==> src/rtl/screen_flow_controller.sv <==
// Top-level screen sequencer: START -> PLAYING -> END -> START around the main game screen.
// Issues the one-cycle start pulse, picks the VGA pixel source and tracks the best score.
module screen_flow_controller #(
  parameter int unsigned WIN_SCORE       = 9,
  parameter int unsigned ARM_FRAMES      = 2,
  parameter int unsigned END_HOLD_FRAMES = 120
) (
  input  logic       clk,
  input  logic       reset,
  input  logic       startOfFrame,
  input  logic       key5IsPressed,
  input  logic [3:0] life,
  input  logic [3:0] score,
  input  logic [7:0] RGB_screen_main,
  input  logic [7:0] RGB_screen_start,
  input  logic [7:0] RGB_screen_end,
  output logic       start,
  output logic [7:0] RGB_out,
  output logic [1:0] screen_state,
  output logic       end_win,
  output logic [3:0] best_score
);

  typedef enum logic [1:0] {
    S_START = 2'b00,
    S_PLAY  = 2'b01,
    S_END   = 2'b10
  } state_t;

  localparam logic [3:0] WIN_L  = 4'(WIN_SCORE);
  localparam logic [3:0] ARM_L  = 4'(ARM_FRAMES);
  localparam logic [7:0] HOLD_L = 8'(END_HOLD_FRAMES);

  state_t     state_q, state_d;
  logic       key5_prev_q;
  logic       start_q, start_d;
  logic [3:0] arm_q, arm_d;
  logic [7:0] hold_q, hold_d;
  logic       end_win_q, end_win_d;
  logic [3:0] best_q, best_d;
  logic [7:0] rgb_q, rgb_d;

  logic key5_rise;
  logic armed_eval;
  logic win_hit;
  logic lose_hit;

  assign key5_rise  = key5IsPressed & ~key5_prev_q;
  // Counters are only trusted once the arm window has fully elapsed.
  assign armed_eval = startOfFrame && (arm_q == ARM_L);
  assign win_hit    = armed_eval && (score >= WIN_L);
  assign lose_hit   = armed_eval && (life == 4'd0);

  always_ff @(posedge clk or posedge reset) begin
    if (reset) begin
      state_q <= S_START;
    end else begin
      state_q <= state_d;
    end
  end

  always_comb begin
    state_d = state_q;
    case (state_q)
      S_START: if (key5_rise) state_d = S_PLAY;
      S_PLAY:  if (win_hit || lose_hit) state_d = S_END;
      S_END:   if (key5_rise && (hold_q == HOLD_L)) state_d = S_START;
      default: state_d = S_START;
    endcase
  end

  always_comb begin
    start_d   = (state_q == S_START) && key5_rise;
    arm_d     = 4'd0;
    hold_d    = 8'd0;
    end_win_d = end_win_q;
    best_d    = best_q;
    rgb_d     = 8'd0;

    if (state_q == S_PLAY && startOfFrame && (arm_q < ARM_L)) begin
      arm_d = arm_q + 4'd1;
    end else if (state_q == S_PLAY) begin
      arm_d = arm_q;
    end

    if (state_q == S_END && startOfFrame && (hold_q < HOLD_L)) begin
      hold_d = hold_q + 8'd1;
    end else if (state_q == S_END) begin
      hold_d = hold_q;
    end

    // Win outranks loss when both are seen on the same frame.
    if (state_q == S_PLAY && state_d == S_END) begin
      end_win_d = win_hit;
      best_d    = (score > best_q) ? score : best_q;
    end

    case (state_q)
      S_START: rgb_d = RGB_screen_start;
      S_PLAY:  rgb_d = RGB_screen_main;
      S_END:   rgb_d = RGB_screen_end;
      default: rgb_d = 8'd0;
    endcase
  end

  // Key history resets high so a key already held at reset yields no edge.
  always_ff @(posedge clk or posedge reset) begin
    if (reset) begin
      key5_prev_q <= 1'b1;
      start_q     <= 1'b0;
      arm_q       <= 4'd0;
      hold_q      <= 8'd0;
      end_win_q   <= 1'b0;
      best_q      <= 4'd0;
      rgb_q       <= 8'd0;
    end else begin
      key5_prev_q <= key5IsPressed;
      start_q     <= start_d;
      arm_q       <= arm_d;
      hold_q      <= hold_d;
      end_win_q   <= end_win_d;
      best_q      <= best_d;
      rgb_q       <= rgb_d;
    end
  end

  assign start        = start_q;
  assign RGB_out      = rgb_q;
  assign screen_state = state_q;
  assign end_win      = end_win_q;
  assign best_score   = best_q;

endmodule

==> config.mk <==
export PLATFORM = sky130hd
export DESIGN_NAME = screen_flow_controller
export DESIGN_NICKNAME = d
export VERILOG_FILES = /design/src/rtl/screen_flow_controller.sv
export SDC_FILE = /design/constraint.sdc
export NUM_CORES = 1
export LEC_CHECK = 0
export CORE_AREA = 2 2 52 73
export CTS_BUF_LIST = sky130_fd_sc_hd__clkbuf_4
export DETAILED_ROUTE_END_ITERATION = 8
export DIE_AREA = 0 0 54 75
export GPL_TIMING_DRIVEN = 0
export PLACE_DENSITY = 0.84
export SLEW_MARGIN = 20
export SYNTH_ARGS = -nofsm -noshare
export SYNTH_HDL_FRONTEND = slang
export SYNTH_SLANG_ARGS = --single-unit
==> constraint.sdc <==
create_clock -name clk -period 2.35 [get_ports clk]
set_clock_uncertainty 0.05 [all_clocks]
set_input_delay 0.235 -clock clk [delete_from_list [all_inputs] [get_ports clk]]
set_output_delay 0.235 -clock clk [all_outputs]
set_load 0.05 [all_outputs]
Yosys cells after proc, flatten, opt, wreduce, memory -nomap -nowiden
Index checks and enable logic that the tools add are counted.
- output and inout bits: 16
- word-level logic and storage cells: 46
- bits of input ports: 36
- flip-flop bits (word level): 29
- add/sub/neg operators: 2
- reductions and logical operators: 14
- muxes and demuxes: 9
- magnitude comparators: 4
- bitwise logic cells: 2
- equal/unequal tests: 7
- operators with widths (operator ; number):
    one-hot mux 8 bit (3 select lines) ; 1
    2-to-1 mux 8 bit ; 2
    logical AND 1 bit ; 10
    adder 8 x 1 -> 8 bit (second input constant) ; 1
    == test 8 x 7 -> 1 bit (second input constant) ; 1
    less-than comparator 8 x 7 -> 1 bit (second input constant) ; 1
    2-to-1 mux 4 bit ; 2
    2-to-1 mux 2 bit ; 3
    one-hot mux 2 bit (3 select lines) ; 1
    adder 4 x 1 -> 4 bit (second input constant) ; 1
    == test 2 bit (second input constant) ; 2
    == test 4 x 2 -> 1 bit (second input constant) ; 1
    >= comparator 4 bit (second input constant) ; 1
    > comparator 4 bit ; 1
    logical NOT 4 bit ; 1
    less-than comparator 4 x 2 -> 1 bit (second input constant) ; 1
    inequality test 2 x 1 -> 1 bit (second input constant) ; 2
    == test 2 x 1 -> 1 bit (second input constant) ; 1
    logical NOT 2 bit ; 1
    AND reduction 2 bit ; 1
    AND 1 bit ; 1
    logical OR 1 bit ; 1
    NOT 1 bit ; 1

Logic depth before layout (Yosys ltp)
- depth in word-level cells: 9
- gate-level depth with buffers: 6
- mapped depth without buffers: 6

Worst setup path after synthesis
OpenSTA, ideal clock, no wires.
- path type: reg-to-reg
- start point: reg best_q[1], in the netlist best_score[1]
- end point: reg best_q[0], in the netlist best_score[0]
- required time: 2.175 ns
- data arrival time: 1.857 ns
- slack: 0.318 ns
- setup time: 0.125 ns
- period minus slack after synthesis: 2.032 ns
- stages on the path, launching flop included: 7
- cells stage by stage: dfrtp_1 -> inv_1 -> ha_1 -> nor2b_1 -> o211ai_1 -> a211oi_4 -> mux2_2
- cells in the longest elaborated chain, start to end: 2
- ends and longest elaborated chain (what ; RTL line ; RTL):
    start: declaration ; 40 ; logic [3:0] best_q, best_d;
    start signal: assignment ; 122 ; best_q <= best_d;
    > comparator 4 bit ; 95 ; best_d = (score > best_q) ? score : best_q;
    AND reduction 2 bit (no source line) ; - ;
No other way between the ends.
A chain may end at the register's enable or synchronous reset.

Worst setup path after layout
- start point: reg state_q[0], in the netlist screen_state[0]
- end point: out screen_state[0]
- RTL lines (what ; RTL line ; RTL):
    start: declaration ; 34 ; state_t state_q, state_d;
    start signal: assignment ; 58 ; state_q <= state_d;
    end: declaration ; 19 ; output logic [1:0] screen_state,
No word-level cell between the ends.

==> results.md <==
* Status: finished clean
* Yosys top cell by area: dfrtp_1
* Metal2 WL at 1900 µm
* Critical path data required time at 2.07 ns
* DIE HEIGHT at 75 µm
* Area Overhead vs Synth at 41.6%
* Top-count cell post-synth: dfrtp_1
* Largest net degree at the start of global routing at 30
* Dpl ws at 0.182 ns
* Share of the synthesized area in the top cell type at 47.0%
* Final instance area at 2110 µm²
* Drt first-iter violations at 29
* FF-to-FF Start: best_score[3]
* Postcts setup bufs at 0
* Critical path, cell by cell: clkdlybuf4s50_1
* CTS Root Cell: clkbuf_4
* HPWL after detailed placement at 2640 µm
* Worst slew margin at 60.8%
* Top FF cell, synth: dfrtp_1
* Warnings from Yosys at 0
* Final setup viols at 0
* First-pass GRT wire length at 5370 µm
* Num ports at 52
* H-tree levels at 2
* Reg-to-reg endpoint: best_score[2]
* Worst Path Buf+Inv at 1
* Max_cap viols at 0
* Clk_lat worst skew at 0.33 ns
* Clock Path Buffers at 2
* Vias per cell at 5.14
* Worst Hold Slack at 0.238 ns
* Hold Buf Count CTS at 0
* WL/cell at 14.2 µm
* Worst hold path class: in2async
* Core ar. at 3380 µm²
* Number of global-route vias before repair at 1240
* Worst VDD drop at 0.664 mV
* CP delay by family, top: buffers and inverters
* Worst-Margin Slew at 0.587 ns
* Synth Cell Area at 1490 µm²
* Initial antenna violation count at 0
* Detailed-route via count at 1218
* Tot Pwr at 2.05 mW
* Final period utilization at 79.7%
* Clk pin slew, worst setup/hold paths at 0.09 ns
* Period minus WS final at 1.87 ns
* Total gr overflow at 0
* First-pass iteration count of the detailed router at 4
* Cell Rows at 25
* Die ar. at 4050 µm²
* Port bufs at 51
* Lkg Pwr at 0.918 nW
* CP Max Fanout at 6
* Drc violations at 0
* Final Slew Violations at 0
* Syn Area/Cell at 10.8 µm²
* Final hold vios at 0
* Die X at 54 µm
* Critical Path AT at 1.59 ns
* Met1 wire length at 1190 µm
* Post-CTS resize count at 0
* Post-synthesis cell type count at 36
* Clock sink count at 29
* Area contributors post-synth: dfrtp_1 47%, ha_1 6.7%, mux2i_1 5.4%, o21ai_0 3.4%, nand2_1 3.0%
* Instance count of the mapped netlist at 138
* GP Congestion at 0.831
* Uppermost layer routed: met4
* Post-synth EDFFs at 0
* Worst reg2reg setup slack at 0.52 ns
* ANT nets after route at 0
* RSZ-0062 raised after global routing: false
* Kind of critical path: reg2out
* PnR worst setup slack at 0.477 ns
* Synth Net Count at 182
* Share of flip-flops with an asynchronous set or reset at 100%
* Metal3 WL at 170 µm
* CTS tree: built
* Crit path capture type: primary output
* Routed wire length at 3360 µm
* GRT Resource Usage Total at 18.8%
* CP Launch Type: flop
* Reg2Reg Depth at 5
* #FFs+latches synth at 29
* Synth top cells by count: 28 x dfrtp_1, 12 x nand2_1, 11 x nor2_1
* Critical Path Max Stage Delay at 0.84 ns
* Fillers at 283
* Antenna cells at 0
* Area post-placement at 2050 µm²
* Highest clock rate at 534 MHz
* Nets at 240
* Sequential cell area fraction in the yosys report at 48.7%
* CP max-delay cell: clkdlybuf4s50_1
* Initial Util at 44.1%
* Pwr/cell area at 969 nW/µm²
* TNS Setup at 0 ns
* TritonCTS Buffers at 5
* Proportion of layout cells with a drive suffix above 1 at 9.14%
[worst max-delay path by stage]
| stage | from | to | cells past startpoint |
|---|---|---|---|
| CTS | screen_state[1] | screen_state[1] | 1 |
| global placement | score[3] | best_score[1] | 5 |
| detailed placement | score[3] | best_score[2] | 5 |
| finish | screen_state[0] | screen_state[0] | 1 |
| global route | best_score[1] | best_score[2] | 6 |
| floorplan | best_score[1] | best_score[0] | 6 |
[kinds of logic (layout without fill, tap and decap cells)]
kind of cell               Yosys count  in the layout  share of synthesized area [%]
adders and majority gates            8              8                           6.71
and+or+nand+nor                     50             50                           19.7
DFF                                 29             29                           48.7
AOI/OAI and AO/OA                   20             20                           9.56
buffers and inverters               13             72                           3.36
xor gates and xnor gates             6              6                           3.52
muxes                               12             12                           8.39
[power breakdown]
part	total, mW	switching, mW	leakage, nW	internal [mW]
sequential	0.695	0.0765	0.370	0.618
combinational	1.03	0.638	0.512	0.396
clock	0.317	0.163	0.0368	0.154
[metrics by stage]
| step | util [%] | instances |
|---|---|---|
| 3_3_place_gp | 60.7 | 229 |
| 3_5_place_dp | 60.7 | 229 |
| 5_1_grt | 62.5 | 237 |
| 6_report | 62.5 | 237 |
| 4_1_cts | 62.5 | 237 |
| 2_1_floorplan | - | 138 |
[per-layer routing]
layer | vias up | track usage, %
li1 | 594 | -
met1 | 578 | 18.7
met2 | 37 | 34.0
met3 | 9 | 4.56
met4 | 0 | 11.7
met5 | - | 0
[cell type report]
cell class,count,area [µm²],area share [%]
sequential,29,727,34.4
multi-input combinational,96,714,33.8
timing repair buffer,51,510,24.2
clock buffer,8,60.1,2.84
tap,40,50.0,2.37
inverter,10,37.5,1.78
buffer,3,12.5,0.592
[flip-flops by register name (all words and copies together), names as in the netlist]
register	count
start	1
best_score	4
screen_state	2
end_win	1
RGB_out	8
hold_q	8
arm_q	4
key5_prev_q	1
[cells in the final DEF, fill, tap and decap left out, types with 4 or more instances in the layout]
cell type and count:
inv_1 9, o21ai_0 10, nor2_1 11, nand2b_1 5, mux2i_1 8, clkdlybuf4s50_1 51
nand2_1 12, dfrtp_1 28, clkbuf_4 8, nor2b_1 4, ha_1 8
Note: power is estimated with default switching activity, not from simulation.
